[config.mk]
export PLATFORM = sky130hd
export DESIGN_NAME = input_event_conditioner
export DESIGN_NICKNAME = d
export VERILOG_FILES = /design/src/rtl/input_event_conditioner.sv
export SDC_FILE = /design/constraint.sdc
export NUM_CORES = 1
export LEC_CHECK = 0
export ABC_AREA = 1
export CAP_MARGIN = 25
export CORE_MARGIN = 4
export CORE_UTILIZATION = 40
export DETAILED_ROUTE_END_ITERATION = 16
export PLACE_DENSITY = 0.64
export SETUP_SLACK_MARGIN = 0.15
export SLEW_MARGIN = 5
export SYNTH_ARGS = -nofsm -noshare
export SYNTH_HDL_FRONTEND = slang
export SYNTH_SLANG_ARGS = --single-unit
[constraint.sdc]
create_clock -name clk -period 2.1 [get_ports clk]
set_clock_uncertainty 0.15 [all_clocks]
set_input_delay 0.315 -clock clk [delete_from_list [all_inputs] [get_ports clk]]
set_output_delay 0.315 -clock clk [all_outputs]
set_load 0.01 [all_outputs]
[src/rtl/input_event_conditioner.sv]
// Multi-channel pin conditioner: synchroniser, polarity normalisation, debounce,
// selectable edge events, retriggerable pulse stretcher, sticky flag and saturating counter.
module input_event_conditioner #(
  parameter int CHANNELS      = 4,
  parameter int SYNC_STAGES   = 2,
  parameter int TIMEOUT       = 50000,
  parameter int TIMEOUT_WIDTH = 16,
  parameter int ACTIVE_LOW    = 1,
  parameter int PULSE_EXT     = 1,
  parameter int CNT_WIDTH     = 8
) (
  input  logic                          clk,
  input  logic                          reset,
  input  logic [CHANNELS-1:0]           data_in,
  input  logic [2*CHANNELS-1:0]         edge_mode,
  input  logic [CHANNELS-1:0]           event_clr,
  input  logic                          count_clr,
  output logic [CHANNELS-1:0]           level_out,
  output logic [CHANNELS-1:0]           pulse_out,
  output logic [CHANNELS-1:0]           event_sticky,
  output logic [CHANNELS*CNT_WIDTH-1:0] event_count
);

  localparam int                     PULSE_WIDTH = $clog2(PULSE_EXT + 1);
  localparam logic                   IDLE_PIN    = (ACTIVE_LOW != 0);
  localparam logic [TIMEOUT_WIDTH-1:0] DB_LAST   = TIMEOUT_WIDTH'(TIMEOUT - 1);
  localparam logic [PULSE_WIDTH-1:0] PULSE_LOAD  = PULSE_WIDTH'(PULSE_EXT);
  localparam logic [CNT_WIDTH-1:0]   CNT_MAX     = '1;

  for (genvar i = 0; i < CHANNELS; i++) begin : g_ch
    logic [SYNC_STAGES-1:0]   sync_q;
    logic                     sample;
    logic                     level_q;
    logic                     toggled;
    logic                     evt;
    logic [1:0]               mode;
    logic [TIMEOUT_WIDTH-1:0] db_cnt;
    logic [PULSE_WIDTH-1:0]   pulse_cnt;
    logic                     sticky_q;
    logic [CNT_WIDTH-1:0]     evt_cnt;

    assign mode   = edge_mode[2*i +: 2];
    assign sample = sync_q[SYNC_STAGES-1] ^ IDLE_PIN;

    // The synchroniser resets to the idle pin level so leaving reset never
    // looks like a fresh assertion.
    always_ff @(posedge clk) begin
      // NOTE: all state uses non-blocking assignments so every register samples
      // pre-edge values regardless of statement order.
      if (reset) sync_q <= {SYNC_STAGES{IDLE_PIN}};
      else       sync_q <= {sync_q[SYNC_STAGES-2:0], data_in[i]};
    end

    // toggled marks the cycle right after level_q changed; the event is
    // qualified there so it sees the new level and the current edge_mode.
    always_ff @(posedge clk) begin
      if (reset) begin
        level_q <= 1'b0;
        db_cnt  <= '0;
        toggled <= 1'b0;
      end else begin
        toggled <= 1'b0;
        if (sample != level_q) begin
          if (db_cnt == DB_LAST) begin
            level_q <= ~level_q;
            db_cnt  <= '0;
            toggled <= 1'b1;
          end else begin
            db_cnt <= db_cnt + 1'b1;
          end
        end else begin
          db_cnt <= '0;
        end
      end
    end

    assign evt = toggled & (level_q ? mode[0] : mode[1]);

    always_ff @(posedge clk) begin
      if (reset)                  pulse_cnt <= '0;
      else if (evt)               pulse_cnt <= PULSE_LOAD;
      else if (pulse_cnt != '0)   pulse_cnt <= pulse_cnt - 1'b1;
    end

    // Set has priority over clear so a coincident event is never lost.
    always_ff @(posedge clk) begin
      if (reset)             sticky_q <= 1'b0;
      else if (evt)          sticky_q <= 1'b1;
      else if (event_clr[i]) sticky_q <= 1'b0;
    end

    always_ff @(posedge clk) begin
      if (reset)                          evt_cnt <= '0;
      else if (count_clr)                 evt_cnt <= evt ? CNT_WIDTH'(1) : '0;
      else if (evt && evt_cnt != CNT_MAX) evt_cnt <= evt_cnt + 1'b1;
    end

    assign level_out[i]                         = level_q;
    assign pulse_out[i]                         = (pulse_cnt != '0);
    assign event_sticky[i]                      = sticky_q;
    assign event_count[i*CNT_WIDTH +: CNT_WIDTH] = evt_cnt;
  end

endmodule

==> metrics.md <==
| Metric | Value |
|---|---|
| Synth warn | `0` |
| Slew Viols, Final | `0` |
| Final period util | `0.8827` |
| Layout Nets | `929` |
| Critical path class | `flop to output port` |
| Vias | `5201` |
| Clk pin slew, worst setup/hold paths | `50 ps` |
| Syn avg cell area | `7.020 um2` |
| R2r worst-path depth | `8` |
| Switch share | `0.2041` |
| IR drop worst, VDD | `585.4 uV` |
| Setup ws final | `246.4 ps` |
| Mux share of post-synthesis cell area | `0` |
| Post-CTS Hold Buffers | `0` |
| Synth Area in Simple Gates | `0.3678` |
| Sink Count | `120` |
| CTS root buf | `clkbuf_16` |
| Post-synthesis adder-cell area fraction | `0.01700` |
| Multi-input gate area | `2938 um2` |
| Die Y | `129.3 um` |
| Worst Hold Margin | `253.4 ps` |
| Pleak | `2.395 nW` |
| Status | `finished clean` |
| Post-Place Cells | `1067` |
| Core area | `14480 um2` |
| Register Area | `2402 um2` |
| Syn_nets | `866` |
| Row cnt | `44` |
| Total I/O pin count | `63` |
| Buffers & Inverters on Critical Path | `1` |
| Slew HR | `0.6649` |
| CP max stage cell | `clkdlybuf4s50_1` |
| Int Power | `3.972 mW` |
| Largest family of logic cells by synthesized area | `simple AND/OR/NAND/NOR gates` |
| Pre-CTS setup slack | `137.0 ps` |
| Worst path cell trace | `clkdlybuf4s50_1` |
| Commonest non-fill, non-tap cell in the layout | `nand2_1` |
| Post-route DRC | `0` |
| P&R area growth vs syn | `20.86%` |
| Synth Area in XOR/XNOR | `0.04015` |
| Post-DR vias/cell | `4.737` |
| HPWL after detailed placement | `9.462 mm` |
| IO buf count | `62` |
| DIE AREA | `16730 um2` |
| Cell area power density | `701.1 nW/um2` |
| Setup TNS | `0 ps` |
| Yosys reg bits | `120` |
| Minimum clock period | `1854 ps` |
| Ant diodes | `0` |
| Maxcap violations | `0` |
| Clock power share | `0.513` |
| Post-CTS setup buffer count | `0` |
| First drt pass iteration count | `4` |
| Initial Util | `0.4068` |
| Drt initial violations | `324` |
| Post-route ant nets | `0` |
| Total CTS buffers | `17` |
| Filler cells | `1435` |
| Initial antenna violation count | `1` |
| HP Class | `flop to flop` |
| CTS tree | `built` |
| Synth Instances | `839` |
| Number of library cell types mapped by synthesis | `30` |
| Pin count of the biggest net entering global routing | `17` |
| Layout cells sized above 1 | `0.09956` |
| Worst hold path depth | `1` |
| Comb pwr share | `0.026` |
| HP Start | `g_ch[0].sync_q[0]$_SDFF_PP1_` |
| R2R Path End | `g_ch[1].evt_cnt[6]$_SDFFE_PP0P_` |
| Final WL | `12.61 mm` |
| Non-filler cells, final | `1098` |
| Crit-path max FO | `5` |
| Chip Width | `129.3 um` |
| Synth Cell Area | `5889 um2` |
| R2R Setup Slk | `360 ps` |
| CTS resizes | `0` |
| Grt total ovfl | `0` |
| CP top delay family | `buffers and inverters` |
| RSZ-0062 raised after global routing | `no` |
| Required @ worst endpoint | `1630 ps` |
| CP Capture Type | `output port` |
| Sequential Power Share | `0.461` |
| Commonest non-fill, non-tap cells in the layout | `183 x nand2_1, 130 x nor2_1, 120 x dfxtp_1` |
| Critical R2R Launch | `g_ch[1].evt_cnt[0]$_SDFFE_PP0P_` |
| WL per Instance | `11.49 um` |
| Worst hold path endpoint | `g_ch[0].sync_q[1]$_SDFF_PP1_` |
| Switch Pwr | `1.019 mW` |
| Slew at the pin closest to its max-slew limit | `502.1 ps` |
| Clk Latency, worst-skew pair | `410 ps` |
| First-pass GRT wire length | `21.46 mm` |
| Setup violators final | `0` |
| Worst Setup Start Kind | `flop` |
| H-tree depth | `4` |
| Total GRT Usage | `0.1583` |
| Clock buffer depth | `2` |
| Max Clk Rate | `539.5 MHz` |
| Total Power | `4.990 mW` |
| Slowest Stage Delay on Critical Path | `570 ps` |
| Vias in the first global route | `4703` |
| Final hold vios | `0` |
| Compound-Gate Fraction of Synth Area | `0.07393` |
| RePlAce Congestion | `0.8250` |
| Worst Path Arrival | `1390 ps` |
| Seq/Total Area, Yosys | `0.4079` |
-- layout make-up --
class,instances,area share
well taps,184,0.03234
repair buffers,65,0.09035
clock buffers,28,0.07119
flip-flops and latches,120,0.3375
multi-input cells,596,0.4127
inverters,102,0.05379
clock inverters,3,0.002109
-- routing by layer --
| layer | track usage | vias to the layer above | wire length, um |
|---|---|---|---|
| li1 | - | 2792 | - |
| met1 | 0.2064 | 2307 | 6254 |
| met2 | 0.2473 | 83 | 5546 |
| met3 | 0.04699 | 17 | 604 |
| met4 | 0.06177 | 2 | 191 |
| met5 | 0 | - | 13 |
-- synth_stat cells (all sizes together) --
cell | n | area [um2]
nor2 | 155 | 674.4
xor2 | 21 | 183.9
clkbuf | 2 | 7.510
xnor2 | 6 | 52.55
or2 | 14 | 87.58
dfxtp | 120 | 2402
nand2 | 199 | 797.0
nand4 | 19 | 118.9
a21oi | 57 | 289.0
inv | 102 | 382.9
ha | 8 | 100.1
a31oi | 1 | 6.260
nor3 | 19 | 126.4
buf | 19 | 158.9
nand3 | 68 | 355.3
o21ai | 28 | 140.1
nor4 | 1 | 6.260
-- metrics by stage --
stage | area (um2) | util
after floorplan | 5889 | -
after global placement | 6596 | 0.4556
after detailed placement | 6596 | 0.4556
after CTS | 7118 | 0.4916
after global routing | 7118 | 0.4916
final | 7118 | 0.4916
-- power groups by stage --
stage               clock network [mW]  logic (mW)  registers [mW]
floorplan                            0      0.0692            2.35
global placement                     0       0.131            2.35
detailed placement                   0       0.131            2.35
CTS                               2.63       0.131            2.30
global route                      2.73       0.144            2.30
finish                            2.56       0.129            2.30
-- sequential cells by signal (all words and copies together) (netlist names) --
register	count
g_ch.db_cnt	64
g_ch.evt_cnt	32
g_ch.level_q	4
g_ch.pulse_cnt	4
g_ch.sticky_q	4
g_ch.sync_q	8
g_ch.toggled	4
-- cells by family after synthesis --
logic type	Yosys count
and+or+nand+nor	475
buffers and inverters	123
DFF	120
AOI/OAI and AO/OA	86
xor gates and xnor gates	27
adders and majority gates	8
-- how the worst max path moves through the flow --
stage	cells after the start	slack (ps)	startpoint	to
final	1	250	g_ch[1].evt_cnt[0]$_SDFFE_PP0P_	event_count[8]
after global routing	1	180	g_ch[1].evt_cnt[5]$_SDFFE_PP0P_	event_count[13]
after CTS	1	220	g_ch[1].evt_cnt[5]$_SDFFE_PP0P_	event_count[13]
after detailed placement	5	140	count_clr	g_ch[2].evt_cnt[7]$_SDFFE_PP0P_
after global placement	5	90	count_clr	g_ch[2].evt_cnt[7]$_SDFFE_PP0P_
after floorplan	8	560	g_ch[0].evt_cnt[0]$_SDFFE_PP0P_	g_ch[0].evt_cnt[3]$_SDFFE_PP0P_
(Power assumes the default switching activity.)
